--- src/rtl/johnson_step_ctrl.sv ---
// Command-driven sequencer for an N-bit Johnson phase register: steps the
// phase a programmed number of times, in a programmed direction and rate.
module johnson_step_ctrl #(
   parameter int N     = 4,
   parameter int CNT_W = 16,
   parameter int DIV_W = 16
) (
   input  logic             clk,
   input  logic             rst,
   input  logic             cmd_valid,
   output logic             cmd_ready,
   input  logic [CNT_W-1:0] cmd_steps,
   input  logic             cmd_dir,
   input  logic [DIV_W-1:0] cmd_div,
   input  logic             abort,
   output logic [N-1:0]     phase,
   output logic             step_pulse,
   output logic             busy,
   output logic             done,
   output logic [CNT_W-1:0] steps_left
);

   typedef enum logic {IDLE, RUN} state_t;

   state_t           state;
   logic             dir_r;
   logic [DIV_W-1:0] div_r;
   logic [DIV_W-1:0] div_cnt;

   // Legal Johnson codes are a run of ones anchored at bit 0, or its complement.
   function automatic logic is_johnson(input logic [N-1:0] p);
      logic [N-1:0] q;
      q = ~p;
      return ((p & (p + 1'b1)) == '0) || ((q & (q + 1'b1)) == '0);
   endfunction

   function automatic logic [N-1:0] next_phase(input logic [N-1:0] p, input logic rev);
      if (!is_johnson(p))
         return '0;
      else if (rev)
         return {~p[0], p[N-1:1]};
      else
         return {p[N-2:0], ~p[N-1]};
   endfunction

   // A divide ratio of 0 behaves as 1, so both reload the counter with 0.
   function automatic logic [DIV_W-1:0] reload(input logic [DIV_W-1:0] d);
      return (d == '0) ? '0 : d - 1'b1;
   endfunction

   assign cmd_ready = (state == IDLE);

   always_ff @(posedge clk or posedge rst) begin
      if (rst) begin
         state      <= IDLE;
         phase      <= '0;
         steps_left <= '0;
         step_pulse <= 1'b0;
         busy       <= 1'b0;
         done       <= 1'b0;
         dir_r      <= 1'b0;
         div_r      <= '0;
         div_cnt    <= '0;
      end else begin
         step_pulse <= 1'b0;
         done       <= 1'b0;
         case (state)
            IDLE: begin
               if (cmd_valid) begin
                  dir_r      <= cmd_dir;
                  div_r      <= cmd_div;
                  div_cnt    <= reload(cmd_div);
                  steps_left <= cmd_steps;
                  if (cmd_steps == '0) begin
                     done <= 1'b1;
                  end else begin
                     state <= RUN;
                     busy  <= 1'b1;
                  end
               end
            end
            RUN: begin
               if (abort) begin
                  state <= IDLE;
                  busy  <= 1'b0;
               end else if (div_cnt == '0) begin
                  phase      <= next_phase(phase, dir_r);
                  step_pulse <= 1'b1;
                  div_cnt    <= reload(div_r);
                  steps_left <= steps_left - 1'b1;
                  if (steps_left == CNT_W'(1)) begin
                     state <= IDLE;
                     busy  <= 1'b0;
                     done  <= 1'b1;
                  end
               end else begin
                  div_cnt <= div_cnt - 1'b1;
               end
            end
            default: state <= IDLE;
         endcase
      end
   end

endmodule

--- config.mk ---
export PLATFORM = sky130hd
export DESIGN_NAME = johnson_step_ctrl
export DESIGN_NICKNAME = d
export VERILOG_FILES = /design/src/rtl/johnson_step_ctrl.sv
export SDC_FILE = /design/constraint.sdc
export NUM_CORES = 1
export LEC_CHECK = 0
export CAP_MARGIN = 20
export CORE_MARGIN = 3
export CORE_UTILIZATION = 25
export CTS_BUF_LIST = sky130_fd_sc_hd__clkbuf_4
export CTS_CLUSTER_SIZE = 25
export DETAILED_ROUTE_END_ITERATION = 12
export GPL_ROUTABILITY_DRIVEN = 0
export PLACE_DENSITY = 0.41
export SLEW_MARGIN = 40
export SYNTH_ARGS = -nofsm -noshare
export SYNTH_HDL_FRONTEND = slang
export SYNTH_SLANG_ARGS = --single-unit
export TNS_END_PERCENT = 5
--- constraint.sdc ---
create_clock -name clk -period 3.88 [get_ports clk]
set_input_delay 0.582 -clock clk [delete_from_list [all_inputs] [get_ports clk]]
set_output_delay 0.582 -clock clk [all_outputs]
set_load 0.01 [all_outputs]
[After elaboration in Yosys (flattened, before gate mapping)]
Index checks and enable logic that the tools add are counted.
Operators by class
  bitwise gates (word level): 7
  $add $sub $neg: 6
  muxes and demuxes: 33
  equality and inequality tests: 7
  reduce and logical (&&, ||, !) cells: 12
Operators by type and width (count)
  two-way mux 16 bit: 8
  zero test 16 bit: 4
  one-hot mux 16 bit (2 select lines): 2
  subtractor 16 x 1 -> 16 bit, second input constant: 4
  two-way mux 1 bit: 18
  equality test 16 x 1 -> 1 bit, second input constant: 1
  adder 4 x 1 -> 4 bit, second input constant: 2
  bitwise AND 4 bit: 2
  zero test 4 bit: 2
  two-way mux 4 bit: 2
  != test 2 bit, second input constant: 3
  != test 3 x 2 -> 1 bit, second input constant: 2
  one-hot mux 1 bit (2 select lines): 3
  AND reduction 3 bit: 2
  NOT 1 bit: 4
  NOT 4 bit: 1
  AND reduction 2 bit: 2
  AND reduction 4 bit: 1
  != test 2 x 1 -> 1 bit, second input constant: 1
  logical OR 1 bit: 1
Storage, ports and cells
  input port bits: 37
  register bits after elaboration: 57
  output and inout port bits: 24
  logic and storage cells: 74

[Depth between registers and ports, before layout]
  word-level depth: 6
  gate-level depth with buffers: 10
  depth with buffers taken out: 8

[Worst setup path before layout]
OpenSTA, ideal clock, no wires.
  kind: input-to-reg
  start point: input cmd_div[5]
  end point: register div_cnt[12]
  data arrival time: 1.999 ns
  path slack: 1.755 ns
  path buffers: 1
  library setup time: 0.126 ns
  required time: 3.754 ns
  cell stages on the path: 6
  cells stage by stage: or4_4 -> nor3b_2 -> a31o_2 -> buf_6 -> nor2_2 -> o32a_1
On the way
  word-level cells in the longest chain between the ends: 4
  elaborated cells between the ends (all ways): 5
  those cells by class: 1 x add/sub; 3 x mux; 1 x reduce/logical
RTL lines
  start, declared: RTL line 14  | input logic [DIV_W-1:0] cmd_div,
  subtractor 16 x 1 -> 16 bit or zero test 16 bit (tied branches): RTL line 48  | return (d == '0) ? '0 : d - 1'b1;
  two-way mux 16 bit *: RTL line 48
  two-way mux 16 bit *: RTL line 69  | if (cmd_valid) begin
  one-hot mux 16 bit (2 select lines) *: RTL line 67  | case (state)
  end signal, assigned: RTL line 72  | div_cnt <= reload(cmd_div);
  end signal, assigned: RTL line 89  | div_cnt <= reload(div_r);
  end signal, assigned: RTL line 97  | div_cnt <= div_cnt - 1'b1;
  end, declared: RTL line 28  | logic [DIV_W-1:0] div_cnt;
Mark *: on every way between the ends. The rest lies on a longest branch, timed or not. The select of a mux whose other input is x is not followed.
A chain may end at the register's enable or synchronous reset.

[Worst setup path in the final report]
  start point: register state
  end point: output cmd_ready
On the way
  word-level cells in the longest chain between the ends: 1
RTL lines
  start, declared: RTL line 25  | state_t state;
  start signal, assigned: RTL line 55  | state <= IDLE;
  start signal, assigned: RTL line 77  | state <= RUN;
  start signal, assigned: RTL line 84  | state <= IDLE;
  NOT 1 bit (no line)
  end, declared: RTL line 11  | output logic cmd_ready,
No other way between the ends.

==> results by group <==
Setup path
  • Crit path depth: 3
  • Worst setup EP type: output pin
  • CP Data Required Time: 3300 ps
  • Crit-path cells: inv_1 > buf_4 > clkdlybuf4s50_1
  • CP Buf/Inv Count: 3
  • Type of origin of the critical path: flip-flop
  • FF-to-FF path depth: 6
  • R2r setup slk: 1160 ps
  • Critical path's top delay family: flip-flops
  • Critical path capture point: cmd_ready
  • CP startpoint: state
  • CP max FO: 26
  • Data arrival time of the worst path: 2170 ps
  • RR Endpoint: steps_left[0]
  • Worst r2r src: div_cnt[6]
  • CP peak stage delay: 860 ps
  • WS Path Type: flip-flop to output pin
  • Crit-path slowest cell: dfrtp_1

Floorplan
  • Chip Width: 131 um
  • Initial Util: 25.7%
  • Die H: 131 um
  • Die area: 17300 um2
  • Core Rows: 45
  • Core region area: 15300 um2
  • Ports: 61

Logic synthesis
  • Async SR Flop Fraction: 100%
  • Top FF cell, synth: dfrtp_1
  • Syn Inst Count: 493
  • Synth Warn #: 0
  • Sequential area share after synthesis: 36.3%
  • Syn Std Cell Area: 3930 um2
  • Syn Area/Cell: 7.98 um2
  • Post-synthesis register bit count: 57
  • Number of synthesized flops with an enable pin: 0
  • Syn Nets: 537
  • Distinct cells, synth: 64

Place
  • Buffers on Ports: 60
  • # placed instances: 752
  • Post-Place Cell Area: 4770 um2
  • DP Wirelength: 9930 um

Clock tree
  • Root Buffer: clkbuf_4
  • CTS Buffer Depth: 2
  • Setup bufs post-CTS: 0
  • CTS clock-pin slew for the worst setup and hold paths: 120 ps
  • CTS tree: built
  • Hold buffers post-CTS: 0
  • Post-cts sizing count: 0
  • Latest clock arrival within the worst-skew pair: 440 ps
  • Total CTS buffers: 9
  • Clk sinks: 57
  • # H-tree levels: 3

Job
  • Max Cap Violations: 0

Cells and area
  • Design area: 4900 um2
  • Post-layout net count: 596
  • Most common cell after layout, fill and taps aside: nand2_1
  • Area growth, synth to finish: 24.5%
  • Share of layout cells above drive strength 1: 7.19%
  • Commonest cells after routing, fill and taps aside: 87 x nand2_1, 60 x clkdlybuf4s50_1, 57 x dfrtp_1
  • Fin cells: 768

Power and ir drop
  • VDD IR max: 167 uV
  • Cell Pwr Density: 465 nW/um2
  • P_leak: 0.00188 uW

GRT
  • Global-route wire length before repair: 22100 um
  • All-Layer GR Usage: 16.0%
  • Largest net degree at the start of global routing: 39
  • Initial antenna violation count: 1
  • Grt total ovfl: 0
  • Vias in the first global route: 3777

Drt
  • Drt pass-1 iters: 4
  • Routed WL: 13600 um
  • Vias: 3912
  • Post-DRT Antenna Nets: 0
  • Initial DRC count: 188
  • Vias per inst: 5.09
  • DRC violations left: 0
  • DR WL/cell: 17.7 um

Timing
  • Setup TNS: 0 ps
  • Tmin final: 2750 ps
  • Max-slew headroom: 48.5%
  • Fmax: 0.363 GHz
  • Fin. Hold Viols: 0
  • Max Slew Vio Count: 0
  • Clk_skew: 17.6 ps
  • RSZ-0062 raised after global routing: no
  • Slew @ Worst Pin: 772 ps
  • Final period util: 71.0%
  • Setup Viol. Count Final: 0

Min path
  • Worst hold path class: input pin to async pin

Run status
  • Status: complete, no violations
[registers in the layout, indices dropped and copies added (netlist names)]
register	count
div_cnt	16
div_r	16
steps_left	16
phase	4
busy	1
dir_r	1
done	1
state	1
step_pulse	1
[routing by layer]
layer	global-route usage, %	wire length (um)
met1	23.3	6720
met2	23.9	6110
met3	3.68	609
met4	3.73	159
met5	0	0
[worst min-delay path by stage]
stage,from,end,slack (ps)
final,rst,div_cnt[3],460
after global routing,rst,step_pulse,480
after CTS,rst,phase[0],450
after detailed placement,div_cnt[7],div_cnt[7],530
after global placement,div_cnt[7],div_cnt[7],500
after floorplan,div_cnt[7],div_cnt[7],480
[cell type report]
type,instances,area (um2)
antenna,1,2.50
clock buffer,10,75.1
clock inverter,5,47.5
fill,1651,10400
inverter,15,56.3
multi-input combinational,402,2370
sequential,57,1430
tap,211,264
timing repair buffer,67,653
[cell usage after synthesis (5+ instances only)]
master / instances / area [um2]
inv_1: 15 / 56.3
a21oi_1: 37 / 185
clkbuf_1: 13 / 48.8
nand3_1: 8 / 40.0
o21ai_0: 43 / 215
dfrtp_1: 57 / 1430
nor4_1: 15 / 93.8
nor3_1: 22 / 110
xnor2_1: 11 / 96.3
o21ai_1: 5 / 25.0
nand2_1: 87 / 327
nand4_1: 11 / 68.8
ha_1: 7 / 87.6
or4_1: 5 / 37.5
xor2_1: 18 / 158
a31oi_1: 9 / 56.3
nor2_1: 41 / 154
[worst reg2reg max path, stage by stage, from the launching register on]
cell,delay (ps)
dfrtp_1,470
nor3_2,440
and4b_1,360
nand3_1,380
nand2_1,680
o21ai_0,190
mux2i_1,160
[stage by stage]
stage | setup slack [ps] | total power (uW) | utilization, % | hold WS [ps]
after floorplan | 1760 | 1460 | - | 481
after global placement | 1050 | 1840 | 31.1 | 503
after global routing | 832 | 2450 | 32.0 | 476
after CTS | 1100 | 2300 | 31.9 | 447
after detailed placement | 1040 | 1840 | 31.1 | 528
final | 1130 | 2280 | 32.0 | 462
[report_power, final]
group / internal [uW] / switching [uW]
sequential: 744 / 262
combinational: 387 / 439
clock: 194 / 250
total: 1330 / 951
[kinds of logic after synthesis]
family	share of synthesized area, %
adder cells (fa/ha/maj)	2.23
buffers and inverters	3.63
AO/OA/AOI/OAI	19.1
flip-flops	36.3
AND/OR/NAND/NOR	31.0
XOR/XNOR	6.46
multiplexers	1.30
No activity file was read; power rests on OpenSTA's default activity.
